`config.mk`:
```
export PLATFORM = sky130hd
export DESIGN_NAME = syscall_print_engine
export DESIGN_NICKNAME = d
export VERILOG_FILES = /design/src/rtl/print_pkg.sv /design/src/rtl/byte_lane_select.sv /design/src/rtl/syscall_print_engine.sv
export SDC_FILE = /design/constraint.sdc
export NUM_CORES = 1
export LEC_CHECK = 0
export ABC_AREA = 1
export CAP_MARGIN = 20
export CORE_MARGIN = 5
export CORE_UTILIZATION = 50
export DETAILED_ROUTE_END_ITERATION = 8
export PLACE_DENSITY = 0.82
export SYNTH_ARGS = -nofsm -noshare
export SYNTH_HDL_FRONTEND = slang
export SYNTH_SLANG_ARGS = --single-unit
export TNS_END_PERCENT = 1
```
`constraint.sdc`:
```
create_clock -name clk -period 4.8 [get_ports clk]
set_input_delay 1.44 -clock clk [delete_from_list [all_inputs] [get_ports clk]]
set_output_delay 1.44 -clock clk [all_outputs]
set_load 0.01 [all_outputs]
```
`src/rtl/print_pkg.sv`:
```
// print_pkg: shared definitions for the print-string syscall engine.
//   state_t           - engine FSM states, also exported on the debug port
//   NUL_CHAR          - string terminator, never emitted
//   SYSCALL_PRINT_STR - syscall number ($v0) the decoder maps onto start
package print_pkg;

   typedef enum logic [1:0] {
      IDLE  = 2'd0,
      FETCH = 2'd1,
      EMIT  = 2'd2,
      DONE  = 2'd3
   } state_t;

   localparam logic [7:0] NUL_CHAR          = 8'h00;
   localparam int         SYSCALL_PRINT_STR = 4;

endpackage

```
`src/rtl/byte_lane_select.sv`:
```
// byte_lane_select: little-endian byte extraction from a 32-bit word.
//   word      in  32  source word
//   off       in  2   byte offset, 0 selects bits 7:0
//   lane_byte out 8   selected byte
// Purely combinational; also intended for the lb/lbu load path.
module byte_lane_select (
   input  logic [31:0] word,
   input  logic [1:0]  off,
   output logic [7:0]  lane_byte
);

   always_comb begin
      lane_byte = word[7:0];
      case (off)
         2'd0:    lane_byte = word[7:0];
         2'd1:    lane_byte = word[15:8];
         2'd2:    lane_byte = word[23:16];
         default: lane_byte = word[31:24];
      endcase
   end

endmodule

```
`src/rtl/syscall_print_engine.sv`:
```
// syscall_print_engine: streams a NUL-terminated string out of data memory.
//   clk, reset   system clock, synchronous active-high reset
//   start, a0    print request strobe and string byte address (taken in IDLE)
//   mem_addr     word-aligned read address, mem_read high only in FETCH
//   mem_rdata    combinational read data for mem_addr
//   char_out     character offered to the sink, qualified by char_valid
//   char_ready   sink accepts char_out in this cycle
//   busy, done   request in progress / one-cycle end-of-request pulse
//   truncated    MAX_LEN characters sent without a NUL; held until next start
//   state_dbg    current FSM state for observation
//
// Character handshake: a character moves on a rising edge where char_valid
// and char_ready are both high. Once char_valid rises, char_out and
// char_valid hold unchanged until that edge; char_ready may toggle freely.
module syscall_print_engine
   import print_pkg::*;
#(
   parameter int MAX_LEN = 4096,
   parameter int ADDR_W  = 32
) (
   input  logic              clk,
   input  logic              reset,
   input  logic              start,
   input  logic [ADDR_W-1:0] a0,
   output logic [ADDR_W-1:0] mem_addr,
   output logic              mem_read,
   input  logic [31:0]       mem_rdata,
   output logic [7:0]        char_out,
   output logic              char_valid,
   input  logic              char_ready,
   output logic              busy,
   output logic              done,
   output logic              truncated,
   output state_t            state_dbg
);

   localparam int CNT_W = $clog2(MAX_LEN + 1);

   state_t            state;
   logic [ADDR_W-3:0] word_addr;
   logic [1:0]        byte_off;
   logic [31:0]       word_buf;
   logic [CNT_W-1:0]  count;

   logic [ADDR_W-3:0] word_addr_inc;
   logic [CNT_W-1:0]  count_inc;
   logic [31:0]       lane_word;
   logic [1:0]        lane_off;
   logic [7:0]        lane_byte;

   assign word_addr_inc = word_addr + {{(ADDR_W-3){1'b0}}, 1'b1};
   assign count_inc     = count + CNT_W'(1);
   assign state_dbg     = state;

   // The lane mux looks one byte ahead so char_out/char_valid can be
   // registered: in FETCH it picks the first byte straight off the memory
   // bus, in EMIT it picks the byte after the one currently offered.
   assign lane_word = (state == FETCH) ? mem_rdata : word_buf;
   assign lane_off  = (state == FETCH) ? byte_off  : byte_off + 2'd1;

   byte_lane_select u_lane (
      .word      (lane_word),
      .off       (lane_off),
      .lane_byte (lane_byte)
   );

   // In EMIT, char_valid is low exactly when the current byte is NUL, so it
   // doubles as the terminator flag.
   always_ff @(posedge clk) begin
      if (reset) begin
         state      <= IDLE;
         word_addr  <= '0;
         byte_off   <= '0;
         word_buf   <= '0;
         count      <= '0;
         mem_addr   <= '0;
         mem_read   <= 1'b0;
         char_out   <= '0;
         char_valid <= 1'b0;
         busy       <= 1'b0;
         done       <= 1'b0;
         truncated  <= 1'b0;
      end else begin
         done <= 1'b0;
         case (state)
            IDLE: begin
               if (start) begin
                  word_addr <= a0[ADDR_W-1:2];
                  byte_off  <= a0[1:0];
                  count     <= '0;
                  truncated <= 1'b0;
                  mem_addr  <= {a0[ADDR_W-1:2], 2'b00};
                  mem_read  <= 1'b1;
                  busy      <= 1'b1;
                  state     <= FETCH;
               end
            end
            FETCH: begin
               word_buf   <= mem_rdata;
               mem_read   <= 1'b0;
               char_out   <= lane_byte;
               char_valid <= (lane_byte != NUL_CHAR);
               state      <= EMIT;
            end
            EMIT: begin
               if (!char_valid) begin
                  done  <= 1'b1;
                  state <= DONE;
               end else if (char_ready) begin
                  count <= count_inc;
                  if (count_inc == CNT_W'(MAX_LEN)) begin
                     truncated  <= 1'b1;
                     char_valid <= 1'b0;
                     done       <= 1'b1;
                     state      <= DONE;
                  end else if (byte_off == 2'd3) begin
                     byte_off   <= 2'd0;
                     word_addr  <= word_addr_inc;
                     mem_addr   <= {word_addr_inc, 2'b00};
                     mem_read   <= 1'b1;
                     char_valid <= 1'b0;
                     state      <= FETCH;
                  end else begin
                     byte_off   <= byte_off + 2'd1;
                     char_out   <= lane_byte;
                     char_valid <= (lane_byte != NUL_CHAR);
                  end
               end
            end
            DONE: begin
               busy  <= 1'b0;
               state <= IDLE;
            end
            default: state <= IDLE;
         endcase
      end
   end

endmodule

```
==> impl_metrics.ini <==
[sta]
worstMarginPinSlew_ns = 0.720
finalCritPeriodShare_pct = 73.3
rsz0062_at_grt = no
setup_viol = 0
slew_violations = 0
tns_ns = 0
fmax_ghz = 0.284
slew_headroom_pct = 51.8
fin_crit_ns = 3.52
hold_viol = 0
clock_skew_ns = 0.00837

[global_routing]
grt.overflow.total = 0
grt_pass1_wl_mm = 24.7
track_usage_pct = 22.7
grt_max_degree = 58
antenna_found_initial = 0
grt_pass1_vias = 5113

[final_layout]
multi_input_area_mm2 = 0.00320
register_area_mm2 = 0.00184
antennaDiodeCount = 0
syn2layout_area_growth_pct = 24.3
fillers = 1032
nNetsFinal = 1070
drive_gt1_share_pct = 4.50
final_util_pct = 63.4

[run]
drv_cap = 0

[clock_network]
tritoncts = built
clockBufferDepth = 2
cts_num_sinks = 92
post_cts_resized = 0
insertion_delay_ns = 0.38
cts_hold_buf = 0
post_cts_buffers = 0
root_buffer = clkbuf_8
clk_pin_slew_worst_paths_ns = 0.10
cts_buffers = 9
htreeDepth = 3

[yosys]
synthFlopType = dfxtp_1
syn_avg_cell_area_um2 = 6.10
yosysTopAreaCellShare_pct = 33.5
syn_area_mm2 = 0.00550
synthCells = 903
ys.warnings.count = 0
synth_edf_count = 0
synth-seq-cells = 92
synthArstFlopShare_pct = 0
ys_types = 37
synthTopCellsByArea = dfxtp_1 (33%), nand2_1 (24%), nor2_1 (8.3%)
yosys.area.top_type = dfxtp_1
ys_seq_area_share_pct = 33.5

[placement]
place.gp.congestion = 0.974
place_hpwl_mm = 10.8
port_buffers = 112

[floorplanning]
die_h_um = 115
core_area_mm2 = 0.0108
io_pins = 115
dieArea_mm2 = 0.0132
die_w_um = 115
start_util_pct = 51.0
fp-row-count = 38

[power]
leakagePower_nw = 2.94
irDropWorstVdd_v = 0.000298
power_density_mw_per_mm2 = 553

[route]
routed_wl_mm = 15.0
firstDrtPassIters = 7
ant_nets = 0
routed_via_density = 5.16
drcViolationCount = 0
drt-wirelength-per-cell_um = 13.2
vias = 5880
drt_iter0_drc = 474

[critical_path]
worstSetupPathType = primary input to flop
r2r_cells = 15
cp_max_fo = 16
reg2reg_to = char_valid
required_ns = 5.12
r2r_setup_slack_ns = 1.56
arrival_ns = 3.84
r2r-start = state_dbg[1]
start_kind = primary input
setup.worst_path.end_class = flop

[hold_path]
min_to = mem_read
hold_depth = 2
worstHoldStart = mem_read
hold_class = flop to flop

[run_status]
status = finished clean
==> routing by layer <==
layer,GRT usage (%),part of all wire [%],vias up
met3,3.16,7.2,27
li1,-,-,3037
met2,36.3,46,203
met1,32.2,46,2613
met4,6.18,1.6,0
met5,0,0,-
==> where the power goes <==
group | internal, mW | switching (mW) | total (mW)
combinational | 0.798 | 1.26 | 2.06
sequential | 0.999 | 0.229 | 1.23
clock | 0.193 | 0.300 | 0.493
==> state kept, by name, summed over array words and instances (netlist names), 2 cells and up <==
register   flops
byte_off       2
char_out       8
count         13
mem_addr      30
state_dbg      2
word_buf      32
==> Yosys cell counts, types with 4 or more instances <==
master    instances
xor2_1           19
nand2_2           6
buf_2             9
a21oi_1          52
nor3_1           17
a21oi_2           4
buf_1             8
nor2_1          121
buf_6             5
ha_1              7
clkbuf_1         14
nand3_1          42
nor2_2            5
o21ai_0          26
nand4_1          28
dfxtp_1          92
inv_1            70
nand2_1         354
==> kinds of logic after synthesis <==
group | after synthesis | share of synthesized area (%)
simple gates | 581 | 43.8
buf+inv | 110 | 8.52
flops | 92 | 33.5
compound gates | 90 | 8.93
xor+xnor | 21 | 3.48
fa+ha+maj | 7 | 1.59
other cells | 1 | 0.0681
mux | 1 | 0.182
==> metrics by stage <==
step / cells / setup WS, ns / instance area, µm² / power [mW] / hold WS [ns]
CTS: 1139 / 1.33 / 6810 / 3.78 / 0.467
detailed placement: 1123 / 0.945 / 6640 / 3.28 / 0.453
finish: 1140 / 1.28 / 6840 / 3.78 / 0.469
global route: 1140 / 1.08 / 6840 / 4.12 / 0.488
global placement: 1123 / 1.00 / 6640 / 3.24 / 0.454
floorplan: 904 / 2.22 / 5510 / 2.62 / 0.446
==> final cells by class <==
cell class	instances	share of cell area [%]
Multi-Input combinational cell	702	46.7
Sequential cell	92	26.9
Timing Repair Buffer	118	17.3
Inverter	72	3.95
Tap cell	140	2.56
Clock buffer	10	1.87
Clock inverter	6	0.695
==> how the worst max path moves through the flow <==
stage / startpoint / end / slack (ns) / cells after the start
6_report: start / count[12] / 1.28 / 10
4_1_cts: start / count[8] / 1.33 / 10
5_1_grt: start / count[12] / 1.08 / 10
3_3_place_gp: start / count[10] / 1.00 / 10
2_1_floorplan: start / count[10] / 2.22 / 9
3_5_place_dp: start / count[12] / 0.94 / 10
==> worst max-delay path, stage by stage <==
cell and delay [ns]:
clkdlybuf4s50_1 0.48, nor2_1 0.05, inv_1 0.08, o21ai_0 0.11, nor3_1 0.21, buf_4 0.24, inv_1 0.25, nor2_1 0.64
nand3_1 0.15, a21oi_1 0.17
==> cells in the final DEF, fill, tap and decap left out, types with 2 or more instances in the layout <==
master           instances
inv_1                   70
nor2_1                 121
o31ai_1                  2
conb_1                   2
nand3_1                 42
a21oi_2                  4
nand3b_1                 3
dfxtp_1                 92
inv_6                    2
o21ai_0                 26
xor2_1                  19
nand2_2                  6
nor2_2                   5
ha_1                     7
clkdlybuf4s50_1        111
inv_2                    2
a21oi_1                 52
nand4_1                 28
clkbuf_8                 9
buf_4                    5
nand2_1                354
clkinv_4                 2
nor3_1                  17
Note: power is estimated with default switching activity, not from simulation.
